==> src/rtl/tpu_seq_ctrl.sv <==
// tpu_seq_ctrl: sequencing control for the TPU datapath.
// Takes host commands over a valid/ready handshake and drives registered
// enables for memA, memB and the systolic array. It runs a full matmul
// on its own for a fixed cycle count. It also streams C back to the host
// in LANES-word beats, row by row, and honours host backpressure.
module tpu_seq_ctrl #(
    parameter int unsigned DIM       = 8,
    parameter int unsigned LANES     = 4,
    parameter int unsigned IDXW      = (DIM > 1) ? $clog2(DIM) : 1,
    parameter int unsigned SELW      = ((DIM / LANES) > 1) ? $clog2(DIM / LANES) : 1,
    parameter int unsigned MM_CYCLES = 3 * DIM - 2
) (
    input  logic            clk,
    input  logic            rst_n,

    // host command channel
    input  logic            cmd_valid,
    output logic            cmd_ready,
    input  logic [2:0]      cmd_op,
    input  logic [IDXW-1:0] cmd_idx,
    input  logic [SELW-1:0] cmd_sel,
    input  logic            abort,

    // status
    output logic            busy,
    output logic            done,
    output logic            err,

    // memory / array controls
    output logic            memA_en,
    output logic            memA_wren,
    output logic [IDXW-1:0] memA_row,
    output logic            memB_en,
    output logic            sys_en,
    output logic            sys_wren,
    output logic [IDXW-1:0] sys_row,
    output logic [SELW-1:0] sys_sel,

    // C read-back stream
    output logic            rd_valid,
    input  logic            rd_ready
);

    localparam int unsigned BEATS = DIM / LANES;
    localparam int unsigned CNTW  = (MM_CYCLES > 1) ? $clog2(MM_CYCLES) : 1;

    localparam logic [CNTW-1:0] MM_LAST  = CNTW'(MM_CYCLES - 1);
    localparam logic [IDXW-1:0] ROW_LAST = IDXW'(DIM - 1);
    localparam logic [SELW-1:0] SEL_LAST = SELW'(BEATS - 1);

    localparam logic [2:0] OP_NOP     = 3'd0;
    localparam logic [2:0] OP_WRITEA  = 3'd1;
    localparam logic [2:0] OP_WRITEB  = 3'd2;
    localparam logic [2:0] OP_WRITEC  = 3'd3;
    localparam logic [2:0] OP_MATMUL  = 3'd4;
    localparam logic [2:0] OP_READC   = 3'd5;
    localparam logic [2:0] OP_STEP    = 3'd6;
    localparam logic [2:0] OP_ILLEGAL = 3'd7;

    localparam logic [1:0] ST_IDLE = 2'd0;
    localparam logic [1:0] ST_RUN  = 2'd1;
    localparam logic [1:0] ST_READ = 2'd2;

    logic [1:0]      state_q, state_d;
    logic [CNTW-1:0] cnt_q, cnt_d;
    logic [IDXW-1:0] beat_row_q, beat_row_d;
    logic [SELW-1:0] beat_sel_q, beat_sel_d;
    logic            err_q, err_d;
    logic            done_q, done_d;
    logic            mema_en_q, mema_en_d;
    logic            mema_wren_q, mema_wren_d;
    logic [IDXW-1:0] mema_row_q, mema_row_d;
    logic            memb_en_q, memb_en_d;
    logic            sys_en_q, sys_en_d;
    logic            sys_wren_q, sys_wren_d;
    logic [IDXW-1:0] sys_row_q, sys_row_d;
    logic [SELW-1:0] sys_sel_q, sys_sel_d;
    logic            rd_valid_q, rd_valid_d;

    logic accept;
    logic idx_ok;
    logic last_beat;

    // Abort in IDLE only blocks acceptance; it never reaches the FSM there.
    assign cmd_ready = (state_q == ST_IDLE) && !abort;
    assign accept    = cmd_valid && cmd_ready;
    // Only reachable when DIM is not a power of two.
    assign idx_ok    = (32'(cmd_idx) < DIM);
    assign last_beat = (beat_row_q == ROW_LAST) && (beat_sel_q == SEL_LAST);

    // Next-state and next-output decode; every enable defaults low so a
    // single-cycle op pulses for exactly one cycle.
    always_comb begin
        state_d     = state_q;
        cnt_d       = cnt_q;
        beat_row_d  = beat_row_q;
        beat_sel_d  = beat_sel_q;
        err_d       = err_q;
        done_d      = 1'b0;
        mema_en_d   = 1'b0;
        mema_wren_d = 1'b0;
        mema_row_d  = '0;
        memb_en_d   = 1'b0;
        sys_en_d    = 1'b0;
        sys_wren_d  = 1'b0;
        sys_row_d   = '0;
        sys_sel_d   = '0;
        rd_valid_d  = 1'b0;

        case (state_q)
            ST_IDLE: begin
                if (accept) begin
                    case (cmd_op)
                        OP_WRITEA: begin
                            if (idx_ok) begin
                                mema_en_d   = 1'b1;
                                mema_wren_d = 1'b1;
                                mema_row_d  = cmd_idx;
                            end else begin
                                err_d = 1'b1;
                            end
                        end
                        OP_WRITEB: begin
                            memb_en_d = 1'b1;
                        end
                        OP_WRITEC: begin
                            if (idx_ok) begin
                                sys_en_d   = 1'b1;
                                sys_wren_d = 1'b1;
                                sys_row_d  = cmd_idx;
                                sys_sel_d  = cmd_sel;
                            end else begin
                                err_d = 1'b1;
                            end
                        end
                        OP_MATMUL: begin
                            state_d   = ST_RUN;
                            cnt_d     = '0;
                            mema_en_d = 1'b1;
                            memb_en_d = 1'b1;
                            sys_en_d  = 1'b1;
                        end
                        OP_READC: begin
                            state_d    = ST_READ;
                            beat_row_d = '0;
                            beat_sel_d = '0;
                            rd_valid_d = 1'b1;
                        end
                        OP_STEP: begin
                            mema_en_d = 1'b1;
                            memb_en_d = 1'b1;
                            sys_en_d  = 1'b1;
                        end
                        OP_ILLEGAL: begin
                            err_d = 1'b1;
                        end
                        default: begin
                            // OP_NOP: handshake only
                        end
                    endcase
                end
            end

            ST_RUN: begin
                if (abort) begin
                    state_d = ST_IDLE;
                    cnt_d   = '0;
                end else if (cnt_q == MM_LAST) begin
                    state_d = ST_IDLE;
                    cnt_d   = '0;
                    done_d  = 1'b1;
                end else begin
                    cnt_d     = cnt_q + 1'b1;
                    mema_en_d = 1'b1;
                    memb_en_d = 1'b1;
                    sys_en_d  = 1'b1;
                end
            end

            ST_READ: begin
                if (abort) begin
                    state_d    = ST_IDLE;
                    beat_row_d = '0;
                    beat_sel_d = '0;
                end else if (rd_valid_q && rd_ready) begin
                    if (last_beat) begin
                        state_d    = ST_IDLE;
                        beat_row_d = '0;
                        beat_sel_d = '0;
                        done_d     = 1'b1;
                    end else begin
                        // sel is the fast index, row wraps after SEL_LAST
                        if (beat_sel_q == SEL_LAST) begin
                            beat_sel_d = '0;
                            beat_row_d = beat_row_q + 1'b1;
                        end else begin
                            beat_sel_d = beat_sel_q + 1'b1;
                        end
                        rd_valid_d = 1'b1;
                    end
                end else begin
                    rd_valid_d = 1'b1;
                end
            end

            default: begin
                state_d = ST_IDLE;
            end
        endcase

        // The read address follows the beat counter for as long as a beat is on offer.
        if (rd_valid_d) begin
            sys_row_d = beat_row_d;
            sys_sel_d = beat_sel_d;
        end
    end

    // State and registered control outputs.
    always_ff @(posedge clk or negedge rst_n) begin
        if (!rst_n) begin
            state_q     <= ST_IDLE;
            cnt_q       <= '0;
            beat_row_q  <= '0;
            beat_sel_q  <= '0;
            err_q       <= 1'b0;
            done_q      <= 1'b0;
            mema_en_q   <= 1'b0;
            mema_wren_q <= 1'b0;
            mema_row_q  <= '0;
            memb_en_q   <= 1'b0;
            sys_en_q    <= 1'b0;
            sys_wren_q  <= 1'b0;
            sys_row_q   <= '0;
            sys_sel_q   <= '0;
            rd_valid_q  <= 1'b0;
        end else begin
            state_q     <= state_d;
            cnt_q       <= cnt_d;
            beat_row_q  <= beat_row_d;
            beat_sel_q  <= beat_sel_d;
            err_q       <= err_d;
            done_q      <= done_d;
            mema_en_q   <= mema_en_d;
            mema_wren_q <= mema_wren_d;
            mema_row_q  <= mema_row_d;
            memb_en_q   <= memb_en_d;
            sys_en_q    <= sys_en_d;
            sys_wren_q  <= sys_wren_d;
            sys_row_q   <= sys_row_d;
            sys_sel_q   <= sys_sel_d;
            rd_valid_q  <= rd_valid_d;
        end
    end

    assign busy      = (state_q != ST_IDLE);
    assign done      = done_q;
    assign err       = err_q;
    assign memA_en   = mema_en_q;
    assign memA_wren = mema_wren_q;
    assign memA_row  = mema_row_q;
    assign memB_en   = memb_en_q;
    assign sys_en    = sys_en_q;
    assign sys_wren  = sys_wren_q;
    assign sys_row   = sys_row_q;
    assign sys_sel   = sys_sel_q;
    assign rd_valid  = rd_valid_q;

endmodule
==> config.mk <==
export PLATFORM = sky130hd
export DESIGN_NAME = tpu_seq_ctrl
export DESIGN_NICKNAME = d
export VERILOG_FILES = /design/src/rtl/tpu_seq_ctrl.sv
export SDC_FILE = /design/constraint.sdc
export NUM_CORES = 1
export LEC_CHECK = 0
export CELL_PAD_IN_SITES_DETAIL_PLACEMENT = 0
export CELL_PAD_IN_SITES_GLOBAL_PLACEMENT = 1
export CORE_MARGIN = 2
export CORE_UTILIZATION = 38
export CTS_CLUSTER_SIZE = 12
export DETAILED_ROUTE_END_ITERATION = 8
export HOLD_SLACK_MARGIN = 0.15
export PLACE_DENSITY_LB_ADDON = 0.1
export REMOVE_ABC_BUFFERS = 1
export SYNTH_ARGS = -nofsm -noshare
export SYNTH_HDL_FRONTEND = slang
export SYNTH_SLANG_ARGS = --single-unit
export TNS_END_PERCENT = 30
==> constraint.sdc <==
create_clock -name clk -period 2.5 [get_ports clk]
set_clock_uncertainty 0.1 [all_clocks]
set_input_delay 0.625 -clock clk [delete_from_list [all_inputs] [get_ports clk]]
set_output_delay 0.625 -clock clk [all_outputs]
set_load 0.02 [all_outputs]
# [Yosys cells after proc, flatten, opt, wreduce, memory -nomap -nowiden]
# Cells that the tools add are included.
[totals] reg_bits=26 input_bits=12 output_inout_bits=17 word_cells=116
[op_classes] addsub=3 eq_ne=17 n_mux=67 n_reduce_logical=14
[ops] cell="$mux W3" n=13
[ops] cell="$mux W1" n=34
[ops] cell="$mux W5" n=4
[ops] cell="$eq A3 B3 Y1 const B" n=5
[ops] cell="$mux W2" n=6
[ops] cell="$pmux W1 S2" n=6
[ops] cell="$pmux W5 S2" n=1
[ops] cell="$ne A3 B3 Y1 const B" n=3
[ops] cell="$reduce_or A3 Y1" n=3
[ops] cell="$eq A3 B2 Y1 const B" n=2
[ops] cell="$pmux W2 S3" n=1
[ops] cell="$pmux W3 S2" n=1
[ops] cell="$reduce_and A3 Y1" n=2
[ops] cell="$add A5 B1 Y5 const B" n=1
[ops] cell="$eq A5 B5 Y1 const B" n=1
[ops] cell="$reduce_and A5 Y1" n=1
[ops] cell="$logic_and A1 B1 Y1" n=4
[ops] cell="$pmux W2 S2" n=1
[ops] cell="$reduce_bool A2 Y1" n=2
[ops] cell="$add A3 B1 Y3 const B" n=1
[ops] cell="$eq A3 B1 Y1 const B" n=1
[ops] cell="$ne A3 B1 Y1 const B" n=1
[ops] cell="$eq A2 B1 Y1 const B" n=1
[ops] cell="$eq A2 B2 Y1 const B" n=1
[ops] cell="other kinds (5)" n=5

# [Logic depth before layout (Yosys ltp)]
# Gate-level depths: netlist of run 1.
[depth] ltp_word=7 mapped_depth=7 depth_no_buf=6

# [Worst setup path before layout of run 1]
# OpenSTA, ideal clock, no wires.
[synth_path] kind="input to register" from="input port cmd_op[2]" to="register state_q[0]" setup_time_ps=127 arrival_time_ps=1829 t_required_ps=2273 slack_ps=443 stages=5 n_path_buf=1 path_cell_list="clkbuf_1 -> nor2b_1 -> nand3b_1 -> a211oi_1 -> mux2_1"
[synth_via] elab_chain_len=4 elab_cells_between_ends=7 classes_between="eq/ne (3); mux (3); reduce/logical (1)"
[synth_rtl] item="start, declared" line_no="19" rtl="input logic [2:0] cmd_op,"
[synth_rtl] item="$eq A3 B3 Y1" line_no="113" rtl="case (cmd_op)"
[synth_rtl] item="$pmux W2 S2" line_no="113"
[synth_rtl] item="$mux W2" line_no="112" rtl="if (accept) begin"
[synth_rtl] item="$pmux W2 S3" line_no="110" rtl="case (state_q)"
[synth_rtl] item="end signal, assigned" line_no="237" rtl="state_q <= state_d;"
[synth_rtl] item="end, declared" line_no="64" rtl="logic [1:0] state_q, state_d;"
# Several ways; a longest one is shown, not always the timed one. The select of a mux whose other input is x is not followed.
# A chain may end at the register's enable or synchronous reset.

# [Worst setup path in the final report of run 1]
[layout_path] from="register state_q[0]" to="output port cmd_ready"
[layout_via] elab_chain_len=2
[layout_rtl] item="$logic_not A2 Y1" line_no="85" rtl="assign cmd_ready = (state_q == ST_IDLE) && !abort;"
[layout_rtl] item="$logic_and A1 B1 Y1" line_no="85"
[layout_rtl] item="end, declared" line_no="18" rtl="output logic cmd_ready,"
# Every way passes these cells.

==> flow_summary.yaml, run 1 <==
synthesis:
  synth.lib_cells_used.distinct: 37
  ys_async_sr_fraction_pct: 100
  yosys_most_used_dff: "sky130_fd_sc_hd__dfrtp_1"
  yosysSeqAreaShare_pct: 49.9
  synth_edf_count: 0
  yosys_warning_count: 0
  synth-seq-cells: 26
  synth_area_per_cell_sq_um: 10.4
  synthCells: 125
  summed_instance_area_of_the_synthesized_netlist_sq_um: 1300
critical_path:
  worstSetupStartpointType: "flip-flop"
  crit_fanout: 5
  cp_data_required_time_ns: 1.77
  reg2regPathDepth: 5
  reg2reg_to: "cnt_q[3]$_DFFE_PN0P_"
  reg2reg_slack_ns: 0.40
  worst_r2r_startpoint: "cnt_q[0]$_DFFE_PN0P_"
  critical_path_arrival_ns: 1.60
  path_class: "reg2out"
  end_kind: "output pin"
route:
  drtIter0Drc: 31
  detail_route.vias_per_cell: 5.05
  route.final.wire_length_um: 2700
  dr_total_vias: 1071
  detail_route.wl_per_cell_um: 12.7
  remaining_drc_errors: 0
  detail-route-antenna-nets: 0
  firstDrtPassIters: 4
job:
  cap_violations: 0
timing:
  setup_total_negative_slack_ns: 0
  max_slew_margin_pct: 72.7
  max_clock_freq_ghz: 0.430
  tightestPinTransition_ns: 0.407
  min_period_over_period_pct: 93.0
  final_slew_viol_count: 0
  timing.final.setup_violations: 0
  report.final.hold_viol_count: 0
  unrepaired_setup_endpoints_after_global_routing: "no"
  whs_ns: 0.394
  layout_min_cycle_time_ns: 2.32
power_and_ir_drop:
  clockPowerShare_pct: 14.3
  seqPwrFrac_pct: 43.8
  power_per_cell_area_nw_per_um2: 675
  netSwitchingFraction_pct: 35.1
  p_comb_share_pct: 41.9
  peakVddDrop_uv: 351
  power.switching_uw: 414
  p_leak_nw: 0.838
  internal_power_uw: 767
clocking:
  tritoncts: "done"
  postCtsSetupRepairBufs: 0
  clock_path_buffers: 2
  holdBufCountCts: 0
  tritoncts_num_sinks: 26
  cts_made_buffers: 3
  htree_num_levels: 1
  clock_tree.root_cell: "sky130_fd_sc_hd__clkbuf_4"
  clk-insertion-delay-late_ns: 0.31
  cts_resized: 2
  worst_setup_hold_path_clk_slew_ns: 0.12
global_route:
  grt_util_met3_pct: 2.34
  groute.layer.met2.usage_pct: 23.7
  gr-usage-met1_pct: 20.9
  grt_start_max_net_pins: 27
  antenna_found_initial: 0
  global_route.usage.total_pct: 14.8
  busiest_layer: "met2"
  wire_length_of_the_first_global_routing_pass_um: 4620
  first_global_vias: 1017
  gr-total-overflow: 0
floorplanning:
  die_h_um: 62.6
  core-area_sq_um: 3310
  floorplan.die_area_sq_um: 3920
  core.rowCount: 21
  die_x_extent_um: 62.6
  num_io_pins: 29
  initial_core_util_pct: 39.4
worst_hold_path:
  hold_path_sink: "err$_DFFE_PN0P_"
  timing.hold.worst.class: "reg2reg"
  hp-start: "err$_DFFE_PN0P_"
  whs_path_depth: 1
cells_and_area:
  layout.core_utilization_pct: 52.9
  layout_cells_sized_above_1_pct: 11.4
  layout.nets: 187
  antenna-diode-count: 0
  area_delta_synth_final_pct: 34.3
placed_design:
  place.gp.congestion: 0.896
  buffer_ports.inserted: 28
  place_hpwl_um: 2150
status:
  run_status: "complete, no violations"
placed cells by master, fill, tap and decap left out, types with 4 or more instances in the layout:
cell type and count:
sky130_fd_sc_hd__dfrtp_1 26, sky130_fd_sc_hd__clkdlybuf4s50_1 26, sky130_fd_sc_hd__buf_4 14, sky130_fd_sc_hd__nand2_1 12, sky130_fd_sc_hd__inv_1 10, sky130_fd_sc_hd__ha_1 7, sky130_fd_sc_hd__nand3_1 5, sky130_fd_sc_hd__mux2i_1 5
sky130_fd_sc_hd__nor2_1 5, sky130_fd_sc_hd__nand2b_1 4, sky130_fd_sc_hd__o21ai_0 4
Yosys cell counts, types with 2 or more instances:
library cell | number | area share, %
sky130_fd_sc_hd__nor3b_1 | 2 | 1.2
sky130_fd_sc_hd__nor3_1 | 3 | 1.2
sky130_fd_sc_hd__o21ai_0 | 4 | 1.5
sky130_fd_sc_hd__a211oi_1 | 3 | 1.7
sky130_fd_sc_hd__or4_1 | 2 | 1.2
sky130_fd_sc_hd__clkbuf_1 | 3 | 0.86
sky130_fd_sc_hd__nor4b_1 | 2 | 1.3
sky130_fd_sc_hd__mux2i_1 | 5 | 3.8
sky130_fd_sc_hd__and2_1 | 3 | 1.4
sky130_fd_sc_hd__nand3b_1 | 2 | 1.2
sky130_fd_sc_hd__a21oi_1 | 2 | 0.77
sky130_fd_sc_hd__o31ai_1 | 2 | 1.2
sky130_fd_sc_hd__nor2_1 | 5 | 1.4
sky130_fd_sc_hd__nand2_1 | 12 | 3.5
sky130_fd_sc_hd__nand3_1 | 5 | 1.9
sky130_fd_sc_hd__and3b_1 | 2 | 1.3
sky130_fd_sc_hd__ha_1 | 7 | 6.7
sky130_fd_sc_hd__nor2b_1 | 3 | 1.4
sky130_fd_sc_hd__and3_1 | 3 | 1.4
sky130_fd_sc_hd__nand2b_1 | 4 | 1.9
sky130_fd_sc_hd__inv_1 | 10 | 2.9
sky130_fd_sc_hd__dfrtp_1 | 26 | 50
how the worst max path moves through the flow:
stage                                 startpoint                    to  slack (ns)  cells after the start
after floorplan             cnt_q[0]$_DFFE_PN0P_  cnt_q[4]$_DFFE_PN0P_        0.53                      5
final                     state_q[0]$_DFFE_PN0P_             cmd_ready        0.18                      5
after detailed placement                   abort  cnt_q[3]$_DFFE_PN0P_   -0.000008                      5
after global routing      state_q[0]$_DFFE_PN0P_             cmd_ready        0.05                      5
after global placement                     abort             cmd_ready        0.02                      3
after CTS                 state_q[0]$_DFFE_PN0P_             cmd_ready        0.15                      5
layer usage:
| metal | up-vias | part of all wire, % |
|---|---|---|
| met5 | - | 0 |
| met4 | 0 | 0.48 |
| met3 | 2 | 4.3 |
| met2 | 29 | 46 |
| met1 | 514 | 50 |
| li1 | 526 | - |
power groups by stage:
stage          logic, mW  registers (mW)  clock network [mW]
2_1_floorplan      0.246           0.560                   0
3_3_place_gp       0.498           0.524                   0
3_5_place_dp       0.508           0.528                   0
4_1_cts            0.500           0.519               0.179
5_1_grt            0.542           0.529               0.198
6_report           0.495           0.518               0.169
worst max-delay path, stage by stage (launching register included):
cell and delay (ns):
sky130_fd_sc_hd__dfrtp_1 0.41, sky130_fd_sc_hd__inv_1 0.09, sky130_fd_sc_hd__ha_1 0.24, sky130_fd_sc_hd__inv_1 0.12
sky130_fd_sc_hd__nor2_1 0.09, sky130_fd_sc_hd__dlygate4sd2_1 0.33
layout make-up:
class | instances | area [sq um]
fill | 318 | 1560
tap | 46 | 57.6
multi-input combinational | 85 | 599
clock buffer | 3 | 22.5
timing repair buffer | 42 | 383
inverter | 10 | 37.5
sequential | 26 | 651
metrics by stage:
stage / std cells / cell area [sq um] / worst slack, ns / power (mW)
global route: 212 / 1750 / 0.0451 / 1.27
floorplan: 121 / 1290 / 0.529 / 0.806
CTS: 212 / 1750 / 0.152 / 1.20
global placement: 209 / 1730 / 0.0222 / 1.02
detailed placement: 209 / 1730 / -0.00000755 / 1.04
finish: 212 / 1750 / 0.176 / 1.18
flip-flops by register name (all words and copies together), names as in the netlist, 2 cells and up:
register / count
memA_row: 3
sys_row: 3
state_q: 2
beat_row_q: 3
cnt_q: 5
cell families after synthesis:
| group | share of synthesized area [%] |
|---|---|
| simple gates | 22.1 |
| flops | 49.9 |
| compound gates | 11.8 |
| buf+inv | 4.13 |
| fa+ha+maj | 6.72 |
| mux | 4.70 |
| xor+xnor | 0.672 |
No activity file was read; power rests on OpenSTA's default activity.
==> run 2, diff against run 1 <==
--- a/config.mk
+++ b/config.mk
@@ -5,6 +5,8 @@
 export SDC_FILE = /design/constraint.sdc
 export NUM_CORES = 1
 export LEC_CHECK = 0
+export ABC_AREA = 0
+export CAP_MARGIN = 10
 export CELL_PAD_IN_SITES_DETAIL_PLACEMENT = 0
 export CELL_PAD_IN_SITES_GLOBAL_PLACEMENT = 1
 export CORE_MARGIN = 2
==> results of run 2 <==
No change in the layout: final DEF, timing and power equal those of run 1.
==> run 3, diff against run 2 <==
--- a/config.mk
+++ b/config.mk
@@ -16,6 +16,7 @@
 export HOLD_SLACK_MARGIN = 0.15
 export PLACE_DENSITY_LB_ADDON = 0.1
 export REMOVE_ABC_BUFFERS = 1
+export SKIP_LAST_GASP = 1
 export SYNTH_ARGS = -nofsm -noshare
 export SYNTH_HDL_FRONTEND = slang
 export SYNTH_SLANG_ARGS = --single-unit
==> run 3 against run 2 <==
  * Die area is the same
  * Register-to-register slack hardly changed
  * Sequential cell count did not move
  * Count of clock-buffer cells in the layout is the same
  * Hold slack about the same
  * Worst setup slack worse by 0.012 ns
  * Fmax shrank 0.50%
  * Critical path depth did not move
  * Sequential power barely moved
  * Cell count is the same
  * First-iteration DRC count unchanged
  * Critical path type unchanged
  * Critical endpoint unchanged
==> flow_summary.yaml, run 3 (same netlist as run 1, synthesis figures left out) <==
status:
  run_status: "complete, no violations"
power_and_ir_drop:
  p_leak_nw: 0.845
  power_per_cell_area_nw_per_um2: 677
  peakVddDrop_uv: 371
cells_and_area:
  post-route-cell-area_sq_um: 1750
  largest_reg_flops: 5
  area_delta_synth_final_pct: 34.5
  layout_cells_sized_above_1_pct: 11.4
  layout.nets: 187
  most-common-layout-cells: "26 x sky130_fd_sc_hd__dfrtp_1, 26 x sky130_fd_sc_hd__clkdlybuf4s50_1, 14 x sky130_fd_sc_hd__buf_4"
  antenna-diode-count: 0
  top_register: "cnt_q"
clocking:
  holdBufCountCts: 0
  worst_setup_hold_path_clk_slew_ns: 0.12
  tritoncts: "done"
  tritoncts_num_sinks: 26
  clock_path_buffers: 2
  postCtsSetupRepairBufs: 0
  clk-insertion-delay-late_ns: 0.31
  cts_made_buffers: 3
  htree_num_levels: 1
  clock_tree.root_cell: "sky130_fd_sc_hd__clkbuf_4"
route:
  remaining_drc_errors: 0
  route.final.wire_length_um: 2710
  firstDrtPassIters: 5
  detail_route.vias_per_cell: 5.04
  detail_route.wl_per_cell_um: 12.8
  dr_total_vias: 1068
  detail-route-antenna-nets: 0
  drtIter0Drc: 31
floorplanning:
  die_h_um: 62.6
  core.rowCount: 21
  die_x_extent_um: 62.6
  initial_core_util_pct: 39.4
  core-area_sq_um: 3310
  num_io_pins: 29
  floorplan.die_area_sq_um: 3920
critical_path:
  reg2regPathDepth: 5
  end_kind: "output pin"
  path_class: "reg2out"
  reg2reg_slack_ns: 0.40
  critical_path_arrival_ns: 1.61
  cp_data_required_time_ns: 1.77
  crit_fanout: 5
  worstSetupStartpointType: "flip-flop"
placed_design:
  place_hpwl_um: 2150
  dpl_cell_area_sq_um: 1730
  place.gp.congestion: 0.896
  buffer_ports.inserted: 28
timing:
  max_slew_margin_pct: 72.7
  whs_ns: 0.394
  min_period_over_period_pct: 93.4
  tightestPinTransition_ns: 0.407
  final_slew_viol_count: 0
  unrepaired_setup_endpoints_after_global_routing: "no"
  report.final.hold_viol_count: 0
  layout_min_cycle_time_ns: 2.34
  max_clock_freq_ghz: 0.428
  timing.final.setup_violations: 0
global_route:
  gr-total-overflow: 0
  wire_length_of_the_first_global_routing_pass_um: 4620
  antenna_found_initial: 0
  first_global_vias: 1017
  global_route.usage.total_pct: 14.8
  grt_start_max_net_pins: 27
worst_hold_path:
  timing.hold.worst.class: "reg2reg"
  whs_path_depth: 1
job:
  cap_violations: 0
[run 3: cell count changes in the layout (fill, tap and decap cells not counted)]
cell / before / now
sky130_fd_sc_hd__dlymetal6s2s_1: 0 / 1
sky130_fd_sc_hd__dlygate4sd2_1: 2 / 1
[run 3: where the power goes]
part	switching (mW)	leakage, nW	internal [mW]
clock network	0.112	0.0138	0.0562
logic	0.265	0.478	0.237
registers	0.0382	0.354	0.479
total	0.416	0.845	0.773
[run 3: routing by layer]
layer  share of wire, %  track usage, %
met5                  0               0
met4               0.48            4.17
met3                3.8            2.34
met1                 50            20.9
met2                 46            23.7
[run 3: metrics by stage]
stage                     util, %  power [mW]  instances  setup slack, ns  setup TNS, ns
after floorplan                 -       0.806        121            0.529              0
after global placement       52.3        1.02        209           0.0222              0
after detailed placement     52.3        1.04        209      -0.00000755    -0.00000755
after CTS                    52.9        1.21        212          -0.0670        -0.0670
after global routing         53.0        1.27        212           0.0452              0
final                        53.0        1.19        212            0.164              0
[run 3: repair_timing]
item,4_1_cts,5_1_grt
gates resized for setup,1,1
endpoints found under the hold margin,0,0
setup endpoints to repair,2,1
[run 3: worst paths after layout]
check	from	end
max	state_q[0]$_DFFE_PN0P_	cmd_ready
min	err$_DFFE_PN0P_	err$_DFFE_PN0P_
max reg2reg	cnt_q[0]$_DFFE_PN0P_	cnt_q[3]$_DFFE_PN0P_
min reg2reg	err$_DFFE_PN0P_	err$_DFFE_PN0P_
max in group asynchronous	rst_n	state_q[0]$_DFFE_PN0P_
min in group asynchronous	rst_n	cnt_q[0]$_DFFE_PN0P_
[run 3: layout make-up]
| cell class | instances | area (sq um) |
|---|---|---|
| multi-input cells | 85 | 599 |
| inverters | 10 | 37.5 |
| repair buffers | 42 | 387 |
| well taps | 46 | 57.6 |
| clock buffers | 3 | 22.5 |
| fillers | 318 | 1560 |
| flip-flops and latches | 26 | 651 |
[run 3: worst max-delay path, cell delays in order, from the launching register on]
cell	delay, ns
sky130_fd_sc_hd__dfrtp_1	0.41
sky130_fd_sc_hd__inv_1	0.09
sky130_fd_sc_hd__ha_1	0.24
sky130_fd_sc_hd__inv_1	0.13
sky130_fd_sc_hd__nor2_1	0.10
sky130_fd_sc_hd__dlygate4sd2_1	0.33
